==> src/rtl/bomb_lifecycle_ctrl.sv <==
// rtl/bomb_lifecycle_ctrl.sv - single-bomb placement, fuse, explosion and cooldown sequencer
//
// Purpose:
//   Tracks one bomb through the IDLE -> ARMED -> EXPLODING -> COOLDOWN -> IDLE cycle.
//   All timing is counted in video frames (startOfFrame pulses).
//   Every output is registered.
//
// Optional feature (macro CHAIN_DETONATION_EN):
//   When defined, chain_hit while ARMED detonates the bomb on the next cycle.
//   Chain detonation takes priority over a coincident frame pulse.
//   When undefined, chain_hit is ignored.
//
// Ports:
//   clk            in   1  single clock
//   resetN         in   1  synchronous active-low reset
//   startOfFrame   in   1  one-cycle pulse per video frame
//   place_req      in   1  one-cycle placement request
//   player_col     in   5  player tile column
//   player_row     in   4  player tile row
//   chain_hit      in   1  another explosion covers this bomb
//   bomb_exist     out  1  bomb present (ARMED or EXPLODING)
//   bomb_exploded  out  1  explosion active
//   direction      out  1  explosion animation frame select
//   bomb_col       out  5  latched bomb column
//   bomb_row       out  4  latched bomb row
//   fuse_remaining out  8  fuse frames left
//   place_reject   out  1  one-cycle pulse on a refused request
//   explode_done   out  1  one-cycle pulse when the explosion ends

module bomb_lifecycle_ctrl #(
  parameter int unsigned FUSE_FRAMES     = 120,
  parameter int unsigned EXPLODE_FRAMES  = 30,
  parameter int unsigned COOLDOWN_FRAMES = 10
) (
  input  logic       clk,
  input  logic       resetN,
  input  logic       startOfFrame,
  input  logic       place_req,
  input  logic [4:0] player_col,
  input  logic [3:0] player_row,
  input  logic       chain_hit,
  output logic       bomb_exist,
  output logic       bomb_exploded,
  output logic       direction,
  output logic [4:0] bomb_col,
  output logic [3:0] bomb_row,
  output logic [7:0] fuse_remaining,
  output logic       place_reject,
  output logic       explode_done
);

  localparam logic [7:0] FUSE_LOAD = 8'(FUSE_FRAMES);
  localparam logic [7:0] EXPL_LOAD = 8'(EXPLODE_FRAMES);
  localparam logic [7:0] COOL_LOAD = 8'(COOLDOWN_FRAMES);

  typedef enum logic [1:0] {
    IDLE      = 2'd0,
    ARMED     = 2'd1,
    EXPLODING = 2'd2,
    COOLDOWN  = 2'd3
  } state_t;

  state_t     state, state_nxt;
  logic [7:0] expl_cnt, expl_cnt_nxt;
  logic [7:0] cool_cnt, cool_cnt_nxt;
  logic [1:0] dir_sub, dir_sub_nxt;
  logic [7:0] fuse_nxt;
  logic [4:0] col_nxt;
  logic [3:0] row_nxt;
  logic       exist_nxt, exploded_nxt, dir_nxt, reject_nxt, done_nxt;
  logic       chain_fire;

`ifdef CHAIN_DETONATION_EN
  assign chain_fire = chain_hit;
`else
  logic chain_hit_unused;
  assign chain_hit_unused = chain_hit;
  assign chain_fire       = 1'b0;
`endif

  always_comb begin
    state_nxt    = state;
    expl_cnt_nxt = expl_cnt;
    cool_cnt_nxt = cool_cnt;
    dir_sub_nxt  = dir_sub;
    fuse_nxt     = fuse_remaining;
    col_nxt      = bomb_col;
    row_nxt      = bomb_row;
    exist_nxt    = bomb_exist;
    exploded_nxt = bomb_exploded;
    dir_nxt      = direction;
    done_nxt     = 1'b0;
    // Requests outside IDLE are refused; coordinates stay untouched.
    reject_nxt   = place_req && (state != IDLE);

    unique case (state)
      IDLE: begin
        // A coincident frame pulse is deliberately not charged to the new fuse.
        if (place_req) begin
          state_nxt = ARMED;
          exist_nxt = 1'b1;
          col_nxt   = player_col;
          row_nxt   = player_row;
          fuse_nxt  = FUSE_LOAD;
        end
      end

      ARMED: begin
        if (chain_fire || (startOfFrame && fuse_remaining <= 8'd1)) begin
          state_nxt    = EXPLODING;
          fuse_nxt     = 8'd0;
          exist_nxt    = 1'b1;
          exploded_nxt = 1'b1;
          dir_nxt      = 1'b0;
          dir_sub_nxt  = 2'd0;
          expl_cnt_nxt = EXPL_LOAD;
        end else if (startOfFrame) begin
          fuse_nxt = fuse_remaining - 8'd1;
        end
      end

      EXPLODING: begin
        if (startOfFrame) begin
          if (expl_cnt <= 8'd1) begin
            state_nxt    = COOLDOWN;
            expl_cnt_nxt = 8'd0;
            exist_nxt    = 1'b0;
            exploded_nxt = 1'b0;
            dir_nxt      = 1'b0;
            done_nxt     = 1'b1;
            cool_cnt_nxt = COOL_LOAD;
          end else begin
            expl_cnt_nxt = expl_cnt - 8'd1;
            dir_sub_nxt  = 2'(dir_sub + 2'd1);
            // Sub-counter wrapping from 3 marks every 4th frame of the explosion.
            if (dir_sub == 2'd3) begin
              dir_nxt = ~direction;
            end
          end
        end
      end

      COOLDOWN: begin
        if (startOfFrame) begin
          if (cool_cnt <= 8'd1) begin
            state_nxt    = IDLE;
            cool_cnt_nxt = 8'd0;
          end else begin
            cool_cnt_nxt = cool_cnt - 8'd1;
          end
        end
      end

      default: state_nxt = IDLE;
    endcase
  end

  always_ff @(posedge clk) begin
    if (!resetN) begin
      state          <= IDLE;
      expl_cnt       <= 8'd0;
      cool_cnt       <= 8'd0;
      dir_sub        <= 2'd0;
      fuse_remaining <= 8'd0;
      bomb_col       <= 5'd0;
      bomb_row       <= 4'd0;
      bomb_exist     <= 1'b0;
      bomb_exploded  <= 1'b0;
      direction      <= 1'b0;
      place_reject   <= 1'b0;
      explode_done   <= 1'b0;
    end else begin
      state          <= state_nxt;
      expl_cnt       <= expl_cnt_nxt;
      cool_cnt       <= cool_cnt_nxt;
      dir_sub        <= dir_sub_nxt;
      fuse_remaining <= fuse_nxt;
      bomb_col       <= col_nxt;
      bomb_row       <= row_nxt;
      bomb_exist     <= exist_nxt;
      bomb_exploded  <= exploded_nxt;
      direction      <= dir_nxt;
      place_reject   <= reject_nxt;
      explode_done   <= done_nxt;
    end
  end

endmodule

==> config.mk <==
export PLATFORM = sky130hd
export DESIGN_NAME = bomb_lifecycle_ctrl
export DESIGN_NICKNAME = d
export VERILOG_FILES = /design/src/rtl/bomb_lifecycle_ctrl.sv
export SDC_FILE = /design/constraint.sdc
export NUM_CORES = 1
export LEC_CHECK = 0
export ABC_AREA = 1
export BUFFER_PORTS_ARGS = -buffer_cell sky130_fd_sc_hd__buf_4
export CAP_MARGIN = 20
export CELL_PAD_IN_SITES_DETAIL_PLACEMENT = 1
export CELL_PAD_IN_SITES_GLOBAL_PLACEMENT = 2
export CORE_MARGIN = 2
export CORE_UTILIZATION = 27
export DETAILED_ROUTE_END_ITERATION = 12
export PLACE_DENSITY = 0.82
export SYNTH_ARGS = -nofsm -noshare
export SYNTH_HDL_FRONTEND = slang
export SYNTH_SLANG_ARGS = --single-unit
==> constraint.sdc <==
create_clock -name clk -period 1.5 [get_ports clk]
set_input_delay 0.3 -clock clk [delete_from_list [all_inputs] [get_ports clk]]
set_output_delay 0.3 -clock clk [all_outputs]
set_load 0.02 [all_outputs]
### Word level (Yosys, flattened, before mapping)

Cells that the tools add are included.

| word-level totals | value |
|---|---|
| memories | 0 |
| output and inout port bits | 22 |
| bits of input ports | 14 |
| RAM bits | 0 |
| bits in read-only memories | 0 |
| latch bits | 0 |
| flip-flop bits (word level) | 42 |
| logic and storage cells | 87 |

| cells by class | value |
|---|---|
| order comparisons | 3 |
| $add $sub $neg | 4 |
| divide/modulo/power cells | 0 |
| reduce and logical (&&, ||, !) cells | 18 |
| multiply operators | 0 |
| bitwise operators | 1 |
| shifts and indexed selects | 0 |
| equality and inequality tests | 13 |
| multiplexer cells | 36 |

Operators by type and width:

| cell | number |
|---|---|
| two-way mux 8 bit | 10 |
| case mux 8 bit (2 select lines) | 3 |
| less-or-equal comparator 8 x 1 -> 1 bit, second input constant | 3 |
| subtractor 8 x 1 -> 8 bit, second input constant | 3 |
| two-way mux 2 bit | 9 |
| AND reduction 4 bit | 4 |
| != test 2 bit, second input constant | 7 |
| two-way mux 1 bit | 9 |
| AND reduction 3 bit | 3 |
| case mux 2 bit (4 select lines) | 1 |
| nonzero test 2 bit | 4 |
| equality test 2 bit, second input constant | 3 |
| != test 3 bit, second input constant | 2 |
| AND reduction 6 bit | 1 |
| AND reduction 5 bit | 1 |
| case mux 1 bit (2 select lines) | 2 |
| case mux 2 bit (2 select lines) | 1 |
| case mux 1 bit (3 select lines) | 1 |
| nonzero test 3 bit | 1 |
| adder 2 x 1 -> 2 bit, second input constant | 1 |
| equality test 2 x 1 -> 1 bit, second input constant | 1 |
| logical AND 1 bit | 2 |
| zero test 2 bit | 1 |
| AND reduction 2 bit | 1 |
| NOT 1 bit | 1 |

### Depth between registers and ports, before layout

Gate-level depths: netlist (run 1).

| logic depth | value |
|---|---|
| word-level depth | 5 |
| mapped depth | 12 |
| mapped depth without buffers | 12 |

### Worst setup path after synthesis (run 1)

OpenSTA, ideal clock, no wires.

| path | value |
|---|---|
| kind | register -> register |
| start point | register fuse_remaining[0] |
| end point | register expl_cnt[5] |
| cell stages (with the launch flop) | 10 |
| buffers on the path | 0 |
| arrival | 1495 ps |
| period minus slack after synthesis | 1610 ps |
| setup slack | -110 ps |
| data required time | 1386 ps |
| library setup time | 114 ps |
| cell sequence | dfxtp_1 inv_1 ha_1 nor2_1 nor2_1 nand2_2 nand2_2 nand3_1 xor2_1 nor2_1 |

| on the way | value |
|---|---|
| cells in the longest elaborated chain, start to end | 4 |

RTL lines:

| element | line | text |
|---|---|---|
| from (decl) | 47 | `output logic [7:0] fuse_remaining,` |
| from (signal assigned) | 177 | `fuse_remaining <= fuse_nxt;` |
| less-or-equal comparator 8 x 1 -> 1 bit | 109 | `if (chain_fire \|\| (startOfFrame && fuse_remaining <= 8'd1)) begin` |
| logical AND 1 bit | 109 |  |
| != test 2 bit (no line) | - |  |
| AND reduction 3 bit (no line) | - |  |
| to (signal assigned) | 174 | `expl_cnt <= expl_cnt_nxt;` |
| to (decl) | 64 | `logic [7:0] expl_cnt, expl_cnt_nxt;` |

No other way between the ends.
A chain may end at the register's enable or synchronous reset.

### Worst setup path after layout (run 1)

| path | value |
|---|---|
| start point | register expl_cnt[0] |
| end point | register cool_cnt[3] |

| on the way | value |
|---|---|
| cells in the longest elaborated chain, start to end | 3 |

RTL lines:

| element | line | text |
|---|---|---|
| less-or-equal comparator 8 x 1 -> 1 bit | 124 | `if (expl_cnt <= 8'd1) begin` |
| != test 2 bit (no line) | - |  |
| AND reduction 4 bit (no line) | - |  |
| to (signal assigned) | 175 | `cool_cnt <= cool_cnt_nxt;` |
| to (decl) | 65 | `logic [7:0] cool_cnt, cool_cnt_nxt;` |

No other way between the ends.

==> results of run 1 <==
[cell usage after synthesis]
cell type | n | area (um2)
a21bo_2 | 1 | 10.0
a21boi_2 | 1 | 11.3
a21oi_1 | 27 | 135
a31oi_1 | 1 | 6.26
and3_1 | 1 | 6.26
clkbuf_1 | 3 | 11.3
clkbuf_2 | 1 | 5.00
clkinv_1 | 2 | 7.51
dfxtp_1 | 42 | 841
ha_1 | 11 | 138
inv_1 | 37 | 139
inv_2 | 2 | 7.51
nand2_1 | 65 | 244
nand2_2 | 3 | 18.8
nand3_1 | 16 | 80.1
nand3b_1 | 1 | 7.51
nand4_1 | 3 | 18.8
nor2_1 | 55 | 206
nor2_2 | 3 | 18.8
nor2_4 | 1 | 11.3
nor3_1 | 7 | 35.0
o211ai_1 | 1 | 7.51
o21a_2 | 1 | 8.76
o21ai_0 | 20 | 100
o21ai_1 | 3 | 15.0
o31ai_1 | 1 | 7.51
or2_2 | 2 | 12.5
xor2_1 | 7 | 61.3
[registers in the layout, summed over array words and instances, names as in the netlist]
signal and count:
expl_cnt 8, explode_done 1, bomb_col 5, fuse_remaining 8, bomb_exploded 1, bomb_row 4
dir_sub 2, cool_cnt 8, direction 1, bomb_exist 1, place_reject 1, state 2
[metrics by stage]
stage / setup TNS (ns) / instance area, um2 / hold WS, ns / worst slack [ns]
3_5_place_dp: -2.64 / 3000 / 0.459 / -0.157
6_report: -0.480 / 3510 / 0.235 / -0.0664
3_3_place_gp: -1.01 / 3000 / 0.451 / -0.0747
2_1_floorplan: -0.227 / 2220 / 0.438 / -0.0376
4_1_cts: -0.114 / 3320 / 0.238 / -0.0593
5_1_grt: -3.41 / 3510 / 0.244 / -0.226
[layer usage]
layer,GRT usage,vias to the layer above,part of all wire
met1,0.203,1173,0.44
li1,-,1221,-
met4,0.0507,0,0.014
met2,0.310,44,0.51
met3,0.0329,10,0.035
met5,0,-,0
[timing repair]
action                     CTS  global route
setup endpoints to repair   41            36
hold buffers                 0             0
pin swaps                   18            17
gates cloned                 0             1
buffers inserted             7             4
gates resized for setup     51            42
[tightest hold or removal path: stages]
cell and delay [ns]:
buf_4 0.07, o21ai_0 0.07, nor2_1 0.07
[cells by family after synthesis]
| logic type | after synthesis | share of synthesized area |
|---|---|---|
| and+or+nand+nor | 157 | 0.304 |
| AOI/OAI and AO/OA | 56 | 0.139 |
| buffers and inverters | 45 | 0.0784 |
| DFF | 42 | 0.387 |
| adders and majority gates | 11 | 0.0634 |
| xor gates and xnor gates | 7 | 0.0282 |
[area by class of cell]
class                      count  area [um2]  share of cell area
clock buffer                   6        82.6              0.0235
clock inverter                 2        12.5             0.00356
inverter                      41         174              0.0495
multi-input combinational    231        1470               0.418
sequential                    42         856               0.244
tap                          102         128              0.0364
timing repair buffer         102         785               0.223
timing repair inverter         1        5.00             0.00143
[worst max-delay path by stage]
stage / start / endpoint
after floorplan: fuse_remaining[0] / state[0]
after global placement: state[1] / fuse_remaining[7]
after detailed placement: expl_cnt[1] / cool_cnt[6]
after CTS: expl_cnt[0] / cool_cnt[6]
after global routing: expl_cnt[0] / cool_cnt[6]
final: expl_cnt[0] / cool_cnt[3]
[power by group through the flow]
stage / clock network, mW / logic (mW) / registers, mW
after floorplan: 0 / 2.07 / 1.92
after global placement: 0 / 4.08 / 1.67
after detailed placement: 0 / 4.21 / 1.68
after CTS: 0.829 / 4.72 / 1.71
after global routing: 0.876 / 5.86 / 1.76
final: 0.802 / 5.32 / 1.72
[cells in the final DEF, fill, tap and decap left out, types with 7 or more instances in the layout]
cell type / instances
a21oi_1: 18
a21oi_2: 9
buf_4: 97
dfxtp_1: 34
ha_4: 8
inv_1: 29
nand2_1: 53
nand2_2: 11
nand3_1: 10
nor2_1: 47
nor2_4: 7
o21ai_0: 16
xor2_1: 7
==> results by group, run 1 <==
Run status
  – Status: finished, violations left
  – Failing checks: negative setup slack

Routing
  – Drt total wl: 7.42 mm
  – Residual DRC: 0
  – Starting DRT DRC Count: 44
  – DR vias/cell: 4.65
  – Vias: 2,448
  – Pre-antenna DRT Iters: 4
  – Routed wire per std cell: 14.1 um
  – Post-DRT Antenna Nets: 0

Logic synthesis
  – Syn. warnings: 0
  – Register bit total from synthesis: 42
  – Seq/Total Area, Yosys: 0.387
  – Syn_area_per_cell: 6.83 um2
  – Gate Count Post-Synth: 318
  – Syn Nets: 343
  – Yosys cell types: 28
  – Synthesized area: 0.00217 mm2

STA
  – Final Hold Viols: 0
  – Tmin final: 1.57 ns
  – Slew headroom: 0.798
  – Slew Viols, Final: 0
  – Fmax achieved: 638 MHz
  – Final setup margin: -0.0664 ns
  – Final setup fails: 16
  – Worst-margin pin slew: 0.299 ns
  – RSZ-0062 raised after global routing: true
  – Skew final: 0.00851 ns
  – Fin crit share: 1.04

Setup path
  – Register-to-Register Path Depth: 10
  – Slowest CP cell: dfxtp_4
  – CP Data Arrival Time: 1.80 ns
  – Critical R2R Capture: cool_cnt[3]
  – CP Depth: 10
  – Cell family with most CP delay: simple AND/OR/NAND/NOR gates
  – Critical Path Max Stage Delay: 0.37 ns
  – FF-to-FF Start: expl_cnt[0]
  – Worst R2R Setup Slack: -0.07 ns
  – Worst setup SP type: flop
  – CP Class: reg -> reg
  – Crit. End Element: flop
  – WP buf/inv: 3
  – CP Cell Sequence: inv_4 -> ha_4 -> nor2_2 -> nor2_1 -> nand2_1 -> nand2_2 -> nand3_1 -> buf_6 -> buf_4 -> a21oi_1
  – Peak fanout along the critical path: 8
  – CP required: 1.73 ns

Global route
  – GR Util All Layers: 0.171
  – Initial antenna violation count: 0
  – First-pass GRT wire length: 11.9 mm
  – Vias in the first global route: 2,564
  – Largest net degree at the start of global routing: 25
  – Grt total ovfl: 0

Final layout
  – Post-route core utilization: 0.452
  – # fillers: 988
  – Layout cells sized above 1: 0.449
  – # diodes: 0
  – Area delta synth->final: 61.7%
  – NumNets Final: 449
  – Final Non-Filler Cells: 527

Placed design
  – Placer Congestion: 0.855
  – PortBufs: 34
  – Detail Placement HPWL: 4.99 mm
  – Inst Count DP: 507

Power and ir drop
  – Clock share of power: 0.102
  – Seq pwr share: 0.220
  – P_sw: 3.53 mW
  – Peak supply drop: 0.553 mV
  – Pleak: 1.61 nW
  – Internal: 4.32 mW
  – Comb power frac: 0.678
  – Switch share: 0.450
  – Overall Power: 7.84 mW
  – PD cells: 2230 mW/mm2

Flow run
  – Max-cap violations: 0

Clock network
  – CTS sink count: 42
  – Worst skew pair latency: 0.31 ns
  – TritonCTS Buffers: 5
  – CTS tree: yes
  – Reg clk slew, reported paths: 0.09 ns
  – Root Buffer: clkbuf_8
  – H-tree depth: 2
  – CTS max path bufs: 2

Die
  – Die ar.: 0.00877 mm2
  – Die width: 93.7 um
  – # IOs: 36
  – Die Y: 93.7 um
  – Starting Density: 0.279
  – Row Count: 32
  – Core Box Area: 0.00777 mm2

Hold path
  – Hold Startpoint: player_col[1]
  – Hold EP: bomb_col[1]
  – Hold depth: 3
  – Min-delay worst type: in -> reg
No activity file was read; power rests on OpenSTA's default activity.
==> inputs of run 2 (changes only) <==
- CORE_UTILIZATION: 27 -> 29
- CTS_BUF_LIST: not set -> sky130_fd_sc_hd__clkbuf_4
- PLACE_DENSITY: 0.82 -> 0.86
==> run 2 against run 1 <==
Net effect: the run still ends with negative setup slack left; register-to-register slack worse by 0.02 ns; fmax down 1.0%; clock skew up 0.0071 ns; clock power down 23%; combinational power up 4.7%; clock-buffer cell count down 1; core utilization up 3.5 points.
==> results by group, run 2 (synthesis gave the netlist of run 1 again) <==
Run status
  – Status: finished, violations left
  – Failing checks: negative setup slack

Global route
  – GR Util All Layers: 0.181
  – Largest net degree at the start of global routing: 17
  – Initial antenna violation count: 0
  – First-pass GRT wire length: 12.1 mm
  – Grt total ovfl: 0
  – Vias in the first global route: 2,552

Clock network
  – CTS sink count: 42
  – Reg clk slew, reported paths: 0.14 ns
  – Worst skew pair latency: 0.38 ns
  – TritonCTS Buffers: 5
  – H-tree depth: 2
  – Root Buffer: clkbuf_4
  – CTS max path bufs: 2
  – CTS tree: yes
  – Hold buffers post-CTS: 0

Final layout
  – NumNets Final: 449
  – Final Non-Filler Cells: 524
  – Commonest non-fill, non-tap cell in the layout: buf_4
  – # diodes: 0
  – Post-route core utilization: 0.487
  – Leading cell types in the layout, fill and taps excluded: 97 x buf_4, 51 x nand2_1, 43 x nor2_1, 34 x dfxtp_1, 29 x inv_1
  – Area delta synth->final: 62.8%
  – Largest regs: cool_cnt: 8 flops, expl_cnt: 8 flops, fuse_remaining: 8 flops
  – Layout cells sized above 1: 0.464

Placed design
  – PortBufs: 34
  – Placer Congestion: 0.797
  – Inst Count DP: 498
  – Detail Placement HPWL: 4.96 mm

Routing
  – Post-DRT Antenna Nets: 0
  – Residual DRC: 0
  – Drt total wl: 7.87 mm
  – Routed wire per std cell: 15.0 um
  – Starting DRT DRC Count: 72
  – Pre-antenna DRT Iters: 4
  – Vias: 2,469
  – DR vias/cell: 4.71

Power and ir drop
  – Comb power frac: 0.703
  – PD cells: 2240 mW/mm2
  – Overall Power: 7.92 mW
  – Clock share of power: 0.078
  – Switch share: 0.467
  – Pleak: 1.61 nW
  – Seq pwr share: 0.219
  – Peak supply drop: 0.750 mV
  – Internal: 4.22 mW
  – P_sw: 3.70 mW

Die
  – Die Y: 90.5 um
  – # IOs: 36
  – Row Count: 31
  – Starting Density: 0.299
  – Die ar.: 0.00819 mm2
  – Die width: 90.5 um
  – Core Box Area: 0.00725 mm2

STA
  – Final setup fails: 19
  – Final setup margin: -0.0829 ns
  – Tmin final: 1.58 ns
  – Fmax achieved: 632 MHz
  – Fin crit share: 1.06
  – RSZ-0062 raised after global routing: true
  – Slew headroom: 0.603
  – Skew final: 0.0156 ns
  – Final Hold Viols: 0
  – Worst-margin pin slew: 0.594 ns
  – Slew Viols, Final: 0
  – Setup_tns: -0.751 ns

Setup path
  – Slowest CP cell: dfxtp_2
  – CP Data Arrival Time: 1.90 ns
  – FF-to-FF Start: state[1]
  – Crit. End Element: flop
  – Peak fanout along the critical path: 5
  – Critical Path Max Stage Delay: 0.39 ns
  – Top cell by count, worst path: nand2_1
  – Worst setup SP type: flop
  – CP Class: reg -> reg
  – CP required: 1.82 ns
  – Critical Path Source: state[1]
  – CP Cell Sequence: buf_4 -> ha_1 -> buf_4 -> nand2_1 -> nand2_1 -> nor2_2 -> nand2_2 -> nand2_1 -> nand2_1 -> nor2_1

Flow run
  – Max-cap violations: 0

Hold path
  – Hold Startpoint: player_col[0]
  – Min-delay worst type: in -> reg
## run 2: changes by cell type in the layout (fill, tap and decap cells not counted), sizes merged
cell    delta
clkbuf     -1
clkinv     +1
## run 2: worst max-delay path, delay by kind of cell (launching register included)
| kind | cells | cell delay (ns) |
|---|---|---|
| fa+ha+maj | 1 | 0.19 |
| buf+inv | 2 | 0.30 |
| flops | 1 | 0.39 |
| simple gates | 7 | 0.63 |
## run 2: timing repair
action / in CTS / in global routing
gates resized for setup: 63 / 46
buffers inserted: 13 / 7
setup endpoints to repair: 34 / 41
cloned: 0 / 1
pin swaps: 22 / 23
## run 2: final cells by class
type,count,area [um2]
clock buffers,5,37.5
clock inverters,3,21.3
fillers,918,3720
inverters,41,179
multi-input cells,231,1520
flip-flops and latches,42,858
well taps,99,124
repair buffers,102,785
repair inverters,1,7.51
## run 2: metal layers
layer	vias to the layer above	global-route usage	wire, um
met5	-	0	0
met4	0	0.0577	208
met3	17	0.0275	207
met2	40	0.340	4280
met1	1185	0.207	3170
li1	1227	-	-
## run 2: path summary, 6_finish.rpt
check                           cells after the start  slack (ns)          end
worst max register to register                     10       -0.08     state[0]
worst min register to register                      2        0.48  cool_cnt[5]
worst max-delay path                               10       -0.08     state[0]
worst min-delay path                                3        0.16  bomb_col[0]
## run 2: power groups by stage
| stage | Combinational (mW) | Sequential (mW) | Clock [mW] |
|---|---|---|---|
| final | 5.57 | 1.73 | 0.620 |
| after global routing | 6.08 | 1.78 | 0.684 |
| after CTS | 4.82 | 1.72 | 0.624 |
| after detailed placement | 4.12 | 1.68 | 0 |
| after global placement | 3.96 | 1.66 | 0 |
| after floorplan | 2.07 | 1.92 | 0 |
## run 2: metrics by stage
stage / instance area (um2) / hold slack, ns / setup WS, ns
after global placement: 2950 / 0.451 / -0.0838
final: 3530 / 0.157 / -0.0829
after CTS: 3330 / 0.160 / -0.0390
after floorplan: 2220 / 0.438 / -0.0376
after detailed placement: 2950 / 0.461 / -0.163
after global routing: 3530 / 0.158 / -0.204
